## src/rtl/uart_rx_if.sv

```systemverilog
// Host-side bundle of the 8N1 receiver: serial line in, byte/flag handshake out,
// plus two debug taps (FSM state and the stop-bit sampling strobe).
interface uart_rx_if;
    logic       uart_rx_i;
    logic       uart_rd_i;
    logic [7:0] uart_dat_o;
    logic       uart_avail_o;
    logic       uart_ovr_o;
    logic       uart_ferr_o;
    logic       uart_busy;
    logic [2:0] dbg_state;
    logic       dbg_stop_smp;

    // Handshake: uart_avail_o stays high while uart_dat_o holds an unread byte; a
    // one-cycle uart_rd_i consumes it and clears the sticky flags on the next edge.
    modport slave (
        input  uart_rx_i,
        input  uart_rd_i,
        output uart_dat_o,
        output uart_avail_o,
        output uart_ovr_o,
        output uart_ferr_o,
        output uart_busy,
        output dbg_state,
        output dbg_stop_smp
    );

    modport master (
        output uart_rx_i,
        output uart_rd_i,
        input  uart_dat_o,
        input  uart_avail_o,
        input  uart_ovr_o,
        input  uart_ferr_o,
        input  uart_busy,
        input  dbg_state,
        input  dbg_stop_smp
    );
endinterface

```

## src/rtl/uart_rx.sv

```systemverilog
// 8N1 UART receiver with 16x oversampling from a fractional tick accumulator,
// single mid-bit sampling, held output byte and sticky overrun/framing flags.
module uart_rx #(
    parameter int clkFreq  = 100000000,
    parameter int baudRate = 115200
) (
    input  logic      sys_clk_i,
    input  logic      sys_rst_i,
    uart_rx_if.slave  rx_bus
);

    localparam logic [28:0] INC_C = 29'(16 * baudRate);
    localparam logic [28:0] DEC_C = 29'(16 * baudRate - clkFreq);

    typedef enum logic [2:0] {
        WAIT_IDLE = 3'd0,
        IDLE      = 3'd1,
        START     = 3'd2,
        DATA      = 3'd3,
        STOP      = 3'd4
    } state_e;

    state_e      state_q, state_d;
    logic        rx_meta_q, rx_s_q;
    logic [28:0] acc_q, acc_d;
    logic        tick;
    logic [3:0]  tcnt_q, tcnt_d;
    logic [2:0]  bcnt_q, bcnt_d;
    logic [7:0]  shift_q, shift_d;
    logic [7:0]  dat_q, dat_d;
    logic        avail_q, avail_d;
    logic        ovr_q, ovr_d;
    logic        ferr_q, ferr_d;
    logic        deliver, frame_err, stop_smp;

    // Bit 28 set means the accumulator is "negative": wait without ticking.
    assign tick  = ~acc_q[28];
    assign acc_d = acc_q[28] ? (acc_q + INC_C) : (acc_q + DEC_C);

    always_ff @(posedge sys_clk_i) begin
        if (sys_rst_i) begin
            rx_meta_q <= 1'b1;
            rx_s_q    <= 1'b1;
            acc_q     <= '0;
            state_q   <= WAIT_IDLE;
            tcnt_q    <= '0;
            bcnt_q    <= '0;
            shift_q   <= '0;
            dat_q     <= '0;
            avail_q   <= 1'b0;
            ovr_q     <= 1'b0;
            ferr_q    <= 1'b0;
        end else begin
            rx_meta_q <= rx_bus.uart_rx_i;
            rx_s_q    <= rx_meta_q;
            acc_q     <= acc_d;
            state_q   <= state_d;
            tcnt_q    <= tcnt_d;
            bcnt_q    <= bcnt_d;
            shift_q   <= shift_d;
            dat_q     <= dat_d;
            avail_q   <= avail_d;
            ovr_q     <= ovr_d;
            ferr_q    <= ferr_d;
        end
    end

    always_comb begin
        state_d   = state_q;
        tcnt_d    = tcnt_q;
        bcnt_d    = bcnt_q;
        shift_d   = shift_q;
        deliver   = 1'b0;
        frame_err = 1'b0;
        stop_smp  = 1'b0;
        if (tick) begin
            case (state_q)
                // tcnt doubles as the consecutive-high counter here.
                WAIT_IDLE: begin
                    if (rx_s_q) begin
                        tcnt_d = tcnt_q + 4'd1;
                        if (tcnt_q == 4'd15) begin
                            tcnt_d  = 4'd0;
                            state_d = IDLE;
                        end
                    end else begin
                        tcnt_d = 4'd0;
                    end
                end
                IDLE: begin
                    if (!rx_s_q) begin
                        tcnt_d  = 4'd0;
                        state_d = START;
                    end
                end
                START: begin
                    if (tcnt_q == 4'd7) begin
                        if (rx_s_q) begin
                            state_d = IDLE;
                        end else begin
                            tcnt_d  = 4'd0;
                            bcnt_d  = 3'd0;
                            state_d = DATA;
                        end
                    end else begin
                        tcnt_d = tcnt_q + 4'd1;
                    end
                end
                DATA: begin
                    tcnt_d = tcnt_q + 4'd1;
                    if (tcnt_q == 4'd15) begin
                        shift_d = {rx_s_q, shift_q[7:1]};
                        bcnt_d  = bcnt_q + 3'd1;
                        if (bcnt_q == 3'd7) state_d = STOP;
                    end
                end
                STOP: begin
                    tcnt_d = tcnt_q + 4'd1;
                    if (tcnt_q == 4'd15) begin
                        stop_smp = 1'b1;
                        if (rx_s_q) begin
                            deliver = 1'b1;
                            state_d = IDLE;
                        end else begin
                            frame_err = 1'b1;
                            tcnt_d    = 4'd0;
                            state_d   = WAIT_IDLE;
                        end
                    end
                end
                default: begin
                    tcnt_d  = 4'd0;
                    state_d = WAIT_IDLE;
                end
            endcase
        end
    end

    // A read clears the flags first; a same-cycle delivery or framing error then wins.
    always_comb begin
        dat_d   = dat_q;
        avail_d = avail_q;
        ovr_d   = ovr_q;
        ferr_d  = ferr_q;
        if (rx_bus.uart_rd_i) begin
            ferr_d = 1'b0;
            if (avail_q) begin
                avail_d = 1'b0;
                ovr_d   = 1'b0;
            end
        end
        if (deliver) begin
            dat_d   = shift_q;
            avail_d = 1'b1;
            if (avail_q && !rx_bus.uart_rd_i) ovr_d = 1'b1;
        end
        if (frame_err) ferr_d = 1'b1;
    end

    assign rx_bus.uart_dat_o   = dat_q;
    assign rx_bus.uart_avail_o = avail_q;
    assign rx_bus.uart_ovr_o   = ovr_q;
    assign rx_bus.uart_ferr_o  = ferr_q;
    assign rx_bus.uart_busy    = (state_q == START) || (state_q == DATA) || (state_q == STOP);
    assign rx_bus.dbg_state    = state_q;
    assign rx_bus.dbg_stop_smp = stop_smp;

endmodule
```

## src/flat_wrapper.sv

```systemverilog
// flat-port wrapper written by rule: the top's interface ports become plain ports
module uart_rx_flat 
#(
    parameter int clkFreq  = 100000000,
    parameter int baudRate = 115200
)
  (sys_clk_i, sys_rst_i, rx_bus_uart_rx_i, rx_bus_uart_rd_i, rx_bus_uart_dat_o, rx_bus_uart_avail_o, rx_bus_uart_ovr_o, rx_bus_uart_ferr_o, rx_bus_uart_busy, rx_bus_dbg_state, rx_bus_dbg_stop_smp);
  uart_rx_if rx_bus_i ();
  input  logic sys_clk_i;
  input  logic sys_rst_i;
  input wire logic [$bits(rx_bus_i.uart_rx_i)-1:0] rx_bus_uart_rx_i;
  input wire logic [$bits(rx_bus_i.uart_rd_i)-1:0] rx_bus_uart_rd_i;
  output wire logic [$bits(rx_bus_i.uart_dat_o)-1:0] rx_bus_uart_dat_o;
  output wire logic [$bits(rx_bus_i.uart_avail_o)-1:0] rx_bus_uart_avail_o;
  output wire logic [$bits(rx_bus_i.uart_ovr_o)-1:0] rx_bus_uart_ovr_o;
  output wire logic [$bits(rx_bus_i.uart_ferr_o)-1:0] rx_bus_uart_ferr_o;
  output wire logic [$bits(rx_bus_i.uart_busy)-1:0] rx_bus_uart_busy;
  output wire logic [$bits(rx_bus_i.dbg_state)-1:0] rx_bus_dbg_state;
  output wire logic [$bits(rx_bus_i.dbg_stop_smp)-1:0] rx_bus_dbg_stop_smp;
  assign rx_bus_i.uart_rx_i = rx_bus_uart_rx_i;
  assign rx_bus_i.uart_rd_i = rx_bus_uart_rd_i;
  assign rx_bus_uart_dat_o = rx_bus_i.uart_dat_o;
  assign rx_bus_uart_avail_o = rx_bus_i.uart_avail_o;
  assign rx_bus_uart_ovr_o = rx_bus_i.uart_ovr_o;
  assign rx_bus_uart_ferr_o = rx_bus_i.uart_ferr_o;
  assign rx_bus_uart_busy = rx_bus_i.uart_busy;
  assign rx_bus_dbg_state = rx_bus_i.dbg_state;
  assign rx_bus_dbg_stop_smp = rx_bus_i.dbg_stop_smp;
  uart_rx #(.clkFreq(clkFreq), .baudRate(baudRate)) u_core (.sys_clk_i(sys_clk_i), .sys_rst_i(sys_rst_i), .rx_bus(rx_bus_i));
endmodule
```

## config.mk

```make
export PLATFORM = sky130hd
export DESIGN_NAME = uart_rx_flat
export DESIGN_NICKNAME = d
export VERILOG_FILES = /design/src/rtl/uart_rx_if.sv /design/src/rtl/uart_rx.sv /design/src/flat_wrapper.sv
export SDC_FILE = /design/constraint.sdc
export NUM_CORES = 1
export LEC_CHECK = 0
export ABC_AREA = 1
export BUFFER_PORTS_ARGS = -buffer_cell sky130_fd_sc_hd__buf_2
export CORE_AREA = 2 2 88 98
export CTS_CLUSTER_DIAMETER = 30
export CTS_CLUSTER_SIZE = 20
export DETAILED_ROUTE_END_ITERATION = 10
export DIE_AREA = 0 0 90 100
export PLACE_DENSITY = 0.52
export SYNTH_ARGS = -nofsm -noshare
export SYNTH_HDL_FRONTEND = slang
export SYNTH_SLANG_ARGS = --single-unit
```

## constraint.sdc

```tcl
create_clock -name sys_clk_i -period 2.45 [get_ports sys_clk_i]
set_clock_uncertainty 0.1 [all_clocks]
set_input_delay 0.1225 -clock sys_clk_i [delete_from_list [all_inputs] [get_ports sys_clk_i]]
set_output_delay 0.1225 -clock sys_clk_i [all_outputs]
set_load 0.01 [all_outputs]
```

==> results_tabular.tex <==
\begin{tabular}{lr}
\hline
Metric & Value \\
\hline
\multicolumn{2}{l}{\textbf{Clock network}} \\
\quad Clock network latency to the later pin of the worst-skew pair & 300 ps \\
\quad H-tree Lvls & 2 \\
\quad Clk pin slew, worst setup/hold paths & about 100 ps \\
\quad Number of buffers inserted during clock tree synthesis & 5 \\
\quad CTS sink cnt & 52 \\
\quad Quantity of gates resized following cts & 0 \\
\quad Post-CTS setup repair buffer count & 0 \\
\quad Maximum buffer depth of the clock tree & 2 \\
\quad Clock root buffer & clkbuf\_8 \\
\quad CTS tree & yes \\
\multicolumn{2}{l}{\textbf{STA}} \\
\quad Final worst path period need & slightly above 2000 ps \\
\quad Highest clock frequency the design can meet & 0.496 GHz \\
\quad Worst slew slack as a fraction of its limit & 66.6\% \\
\quad Smallest hold slack & roughly 180 ps \\
\quad Total Neg Setup Slack & 0 ps \\
\quad RSZ-0062 raised after global routing & false \\
\quad Slew of the pin with the lowest slew margin & between 500 and 600 ps \\
\quad Count of final max-slew check failures & 0 \\
\quad Final period utilization & between 80\% and 90\% \\
\quad Final count of negative-setup-slack endpoints & 0 \\
\quad Final hold vios & 0 \\
\multicolumn{2}{l}{\textbf{Pwr}} \\
\quad Switch share & about a third \\
\quad Share of power burned in the clock network & 28.6\% \\
\quad Total power of the final layout & roughly 0.0018 W \\
\quad Power share of the sequential group & about 53\% \\
\quad Internal power & about 0.0012 W \\
\quad Switching power & $\sim$0.0006 W \\
\quad Max rail drop VDD & between 0.0002 and 0.0003 V \\
\quad Combinational fraction of design power & roughly a fifth \\
\quad Areal power density over the cells & between 500 and 600 mW/mm\^{}2 \\
\quad Static leakage power & around 1.4 nW \\
\multicolumn{2}{l}{\textbf{Worst setup path}} \\
\quad Max FO, Critical Path & 11 \\
\quad Critical Path End Type & primary output \\
\quad Launch instance of the worst register-to-register path & u\_core.tcnt\_q[0] \\
\quad Critical path launch point type & register \\
\quad R2R depth & 9 \\
\quad Crit Path Class & reg2out \\
\quad R2R setup slack & about 560 ps \\
\quad CP Data Required Time & 2230 ps \\
\quad Critical path arrival & 1790 ps \\
\multicolumn{2}{l}{\textbf{GRT}} \\
\quad Via count of the first global-routing pass & 2629 \\
\quad Global-route wire length before repair & roughly 11000 microns \\
\quad Initial antenna violation count & 0 \\
\quad Remaining global-route overflow & 0 \\
\quad Pin count of the biggest net entering global routing & 29 \\
\quad GRT Util Overall & about 15\% \\
\multicolumn{2}{l}{\textbf{Yosys}} \\
\quad Top\_reg\_cell synth & dfxtp\_1 \\
\quad Synthesized area & between 0.002 and 0.003 sq mm \\
\quad Mean cell area of the mapped netlist & 6.53 sq um \\
\quad Count of yosys warnings during synthesis & 0 \\
\quad Number of storage elements in the synthesis netlist & 52 \\
\quad Distinct cells, synth & 34 \\
\quad Sequential cell area fraction in the yosys report & around 37\% \\
\quad Async set-or-reset flop fraction in the synthesized netlist & 0\% \\
\quad EDFF count, synth & 0 \\
\quad Net count of the mapped netlist & approximately 440 \\
\quad Post-synthesis cell count & approximately 430 \\
\multicolumn{2}{l}{\textbf{Routing}} \\
\quad Residual DRC & 0 \\
\quad Wire length after detailed routing & roughly 6500 microns \\
\quad Total number of vias & 2708 \\
\quad Total iterations of the first detailed-routing run & 4 \\
\quad Number of DRC markers in iteration 0 & 100 \\
\quad Antenna Violating Nets Remaining & 0 \\
\quad Ratio of routed vias to standard cells & between 4 and 5 \\
\quad Routed len/inst & 11.5 microns \\
\multicolumn{2}{l}{\textbf{Placement}} \\
\quad Dpl cell area & 0.00304 sq mm \\
\quad Placed wire-length estimate after detailed placement & 4700 microns \\
\quad GP Congestion & roughly 0.81 \\
\quad Number of port buffers & 19 \\
\multicolumn{2}{l}{\textbf{Flow run}} \\
\quad Max\_cap viols & 0 \\
\multicolumn{2}{l}{\textbf{Final layout}} \\
\quad Fin util & around two fifths \\
\quad Register Area & $\sim$0.0010 sq mm \\
\quad Share of post-route cells with drive strength above 1 & 10.8\% \\
\quad Antenna Cells & 0 \\
\quad Synth-to-Final Area Change & 11.4\% \\
\quad Filler Cells Inserted & between 900 and 1000 \\
\quad Number of nets in the layout & approximately 460 \\
\quad Finished Cell Area & 0.00315 sq mm \\
\quad Total area of multi-input combinational cells & 0.00155 sq mm \\
\multicolumn{2}{l}{\textbf{Floorplan}} \\
\quad Initial core utilization & 34.7\% \\
\quad Row count & 35 \\
\quad Die Y & around 100 microns \\
\quad Core area & about 0.0081 sq mm \\
\quad Total Die Area & 0.00900 sq mm \\
\quad Die boundary width & approximately 90 microns \\
\quad I/O pins & 20 \\
\multicolumn{2}{l}{\textbf{Outcome}} \\
\quad Run status & complete, no violations \\
\multicolumn{2}{l}{\textbf{Min path}} \\
\quad Hold Path Depth & 3 \\
\quad Class of the worst hold path & in2reg \\
\quad Min-delay src & sys\_rst\_i \\
\quad Endpoint with the worst hold slack & u\_core.rx\_bus.uart\_dat\_o[6] \\
\hline
\end{tabular}
[per-layer routing]
layer / GRT usage (%) / part of all wire, % / vias to the layer above
met4: 5.21 / 0.91 / 0
met3: 2.10 / 2.3 / 4
met5: 0 / 0 / -
li1: - / - / 1456
met1: 18.3 / 48 / 1222
met2: 27.5 / 49 / 26
[timing repair]
action                     CTS  global route
setup endpoints to repair    0             0
hold endpoints to repair     4             0
hold buffers                 2             0
[worst max-delay path: stages (launching register included)]
cell and delay [ps]:
dfxtp_1 400, ha_1 220, nand2_2 90, nor2_4 120
inv_2 80, nor3_4 370, buf_2 220
[cell type report]
class | count | area share, %
flip-flops and latches | 52 | 33.1
multi-input cells | 323 | 49.3
inverters | 47 | 5.60
well taps | 111 | 4.41
clock buffers | 5 | 2.19
clock inverters | 3 | 0.795
repair buffers | 25 | 4.61
[logic make-up after synthesis]
| kind of cell | Yosys count | share of synthesized area, % |
|---|---|---|
| compound gates | 80 | 14.7 |
| xor+xnor | 2 | 0.620 |
| fa+ha+maj | 6 | 2.66 |
| buf+inv | 58 | 8.19 |
| flops | 52 | 36.8 |
| simple gates | 235 | 37.0 |
[stage by stage]
stage | std cells | worst slack [ps]
floorplan | 433 | 930
global placement | 556 | 639
detailed placement | 556 | 552
CTS | 566 | 412
global route | 566 | 281
finish | 566 | 433
[state kept, by name (all words and copies together) (netlist names), named ones only]
| signal | cells |
|---|---|
| u_core.acc_q | 21 |
| u_core.bcnt_q | 3 |
| u_core.rx_bus.dbg_state | 3 |
| u_core.rx_bus.uart_avail_o | 1 |
| u_core.rx_bus.uart_dat_o | 8 |
| u_core.rx_bus.uart_ferr_o | 1 |
| u_core.rx_meta_q | 1 |
| u_core.rx_s_q | 1 |
| u_core.shift_q | 8 |
| u_core.tcnt_q | 4 |
[how the worst max path moves through the flow]
stage,start,slack (ps),cells after the start,to
finish,u_core.tcnt_q[0],430,6,rx_bus_dbg_stop_smp
global route,u_core.tcnt_q[0],280,6,rx_bus_dbg_stop_smp
CTS,u_core.tcnt_q[0],410,6,rx_bus_dbg_stop_smp
detailed placement,u_core.tcnt_q[0],550,9,register
global placement,u_core.tcnt_q[0],640,9,register
floorplan,u_core.tcnt_q[0],930,8,u_core.rx_bus.uart_dat_o[0]
[synthesized netlist by cell type, types with 3 or more instances]
cell | count | share of area [%]
ha_1 | 6 | 2.7
buf_2 | 4 | 0.71
clkbuf_1 | 5 | 0.66
nand3b_1 | 3 | 0.80
nand4_1 | 5 | 1.1
o21ai_0 | 22 | 3.9
inv_2 | 4 | 0.53
a31oi_1 | 4 | 0.89
a21oi_1 | 49 | 8.7
or2_2 | 3 | 0.66
nand2_1 | 93 | 12
inv_1 | 42 | 5.6
dfxtp_1 | 52 | 37
nand3_1 | 45 | 8.0
nand2_2 | 4 | 0.89
nor2_1 | 63 | 8.4
nor3_1 | 9 | 1.6
[power by group through the flow]
stage | Combinational (W) | Sequential [W] | Clock [W]
2_1_floorplan | 0.000274 | 0.000960 | 0
3_3_place_gp | 0.000334 | 0.000981 | 0
3_5_place_dp | 0.000338 | 0.000981 | 0
4_1_cts | 0.000343 | 0.000961 | 0.000552
5_1_grt | 0.000401 | 0.000974 | 0.000577
6_report | 0.000342 | 0.000962 | 0.000522
[placed cells by master (no fill, tap or decap), drive strengths merged]
cell / n
nor3b: 1
nand3b: 3
and3: 2
a21oi: 50
nand2: 98
clkinv: 1
o21ai: 23
nand3: 45
ha: 6
o21bai: 1
clkinvlp: 1
a31oi: 4
clkbuf: 5
buf: 23
nor2: 66
o22ai: 1
o211ai: 1
inv: 48
xor2: 2
dlygate4sd3: 2
dfxtp: 52
or2: 3
nor3: 11
nor4: 1
nand4: 5
No activity file was read; power rests on OpenSTA's default activity.
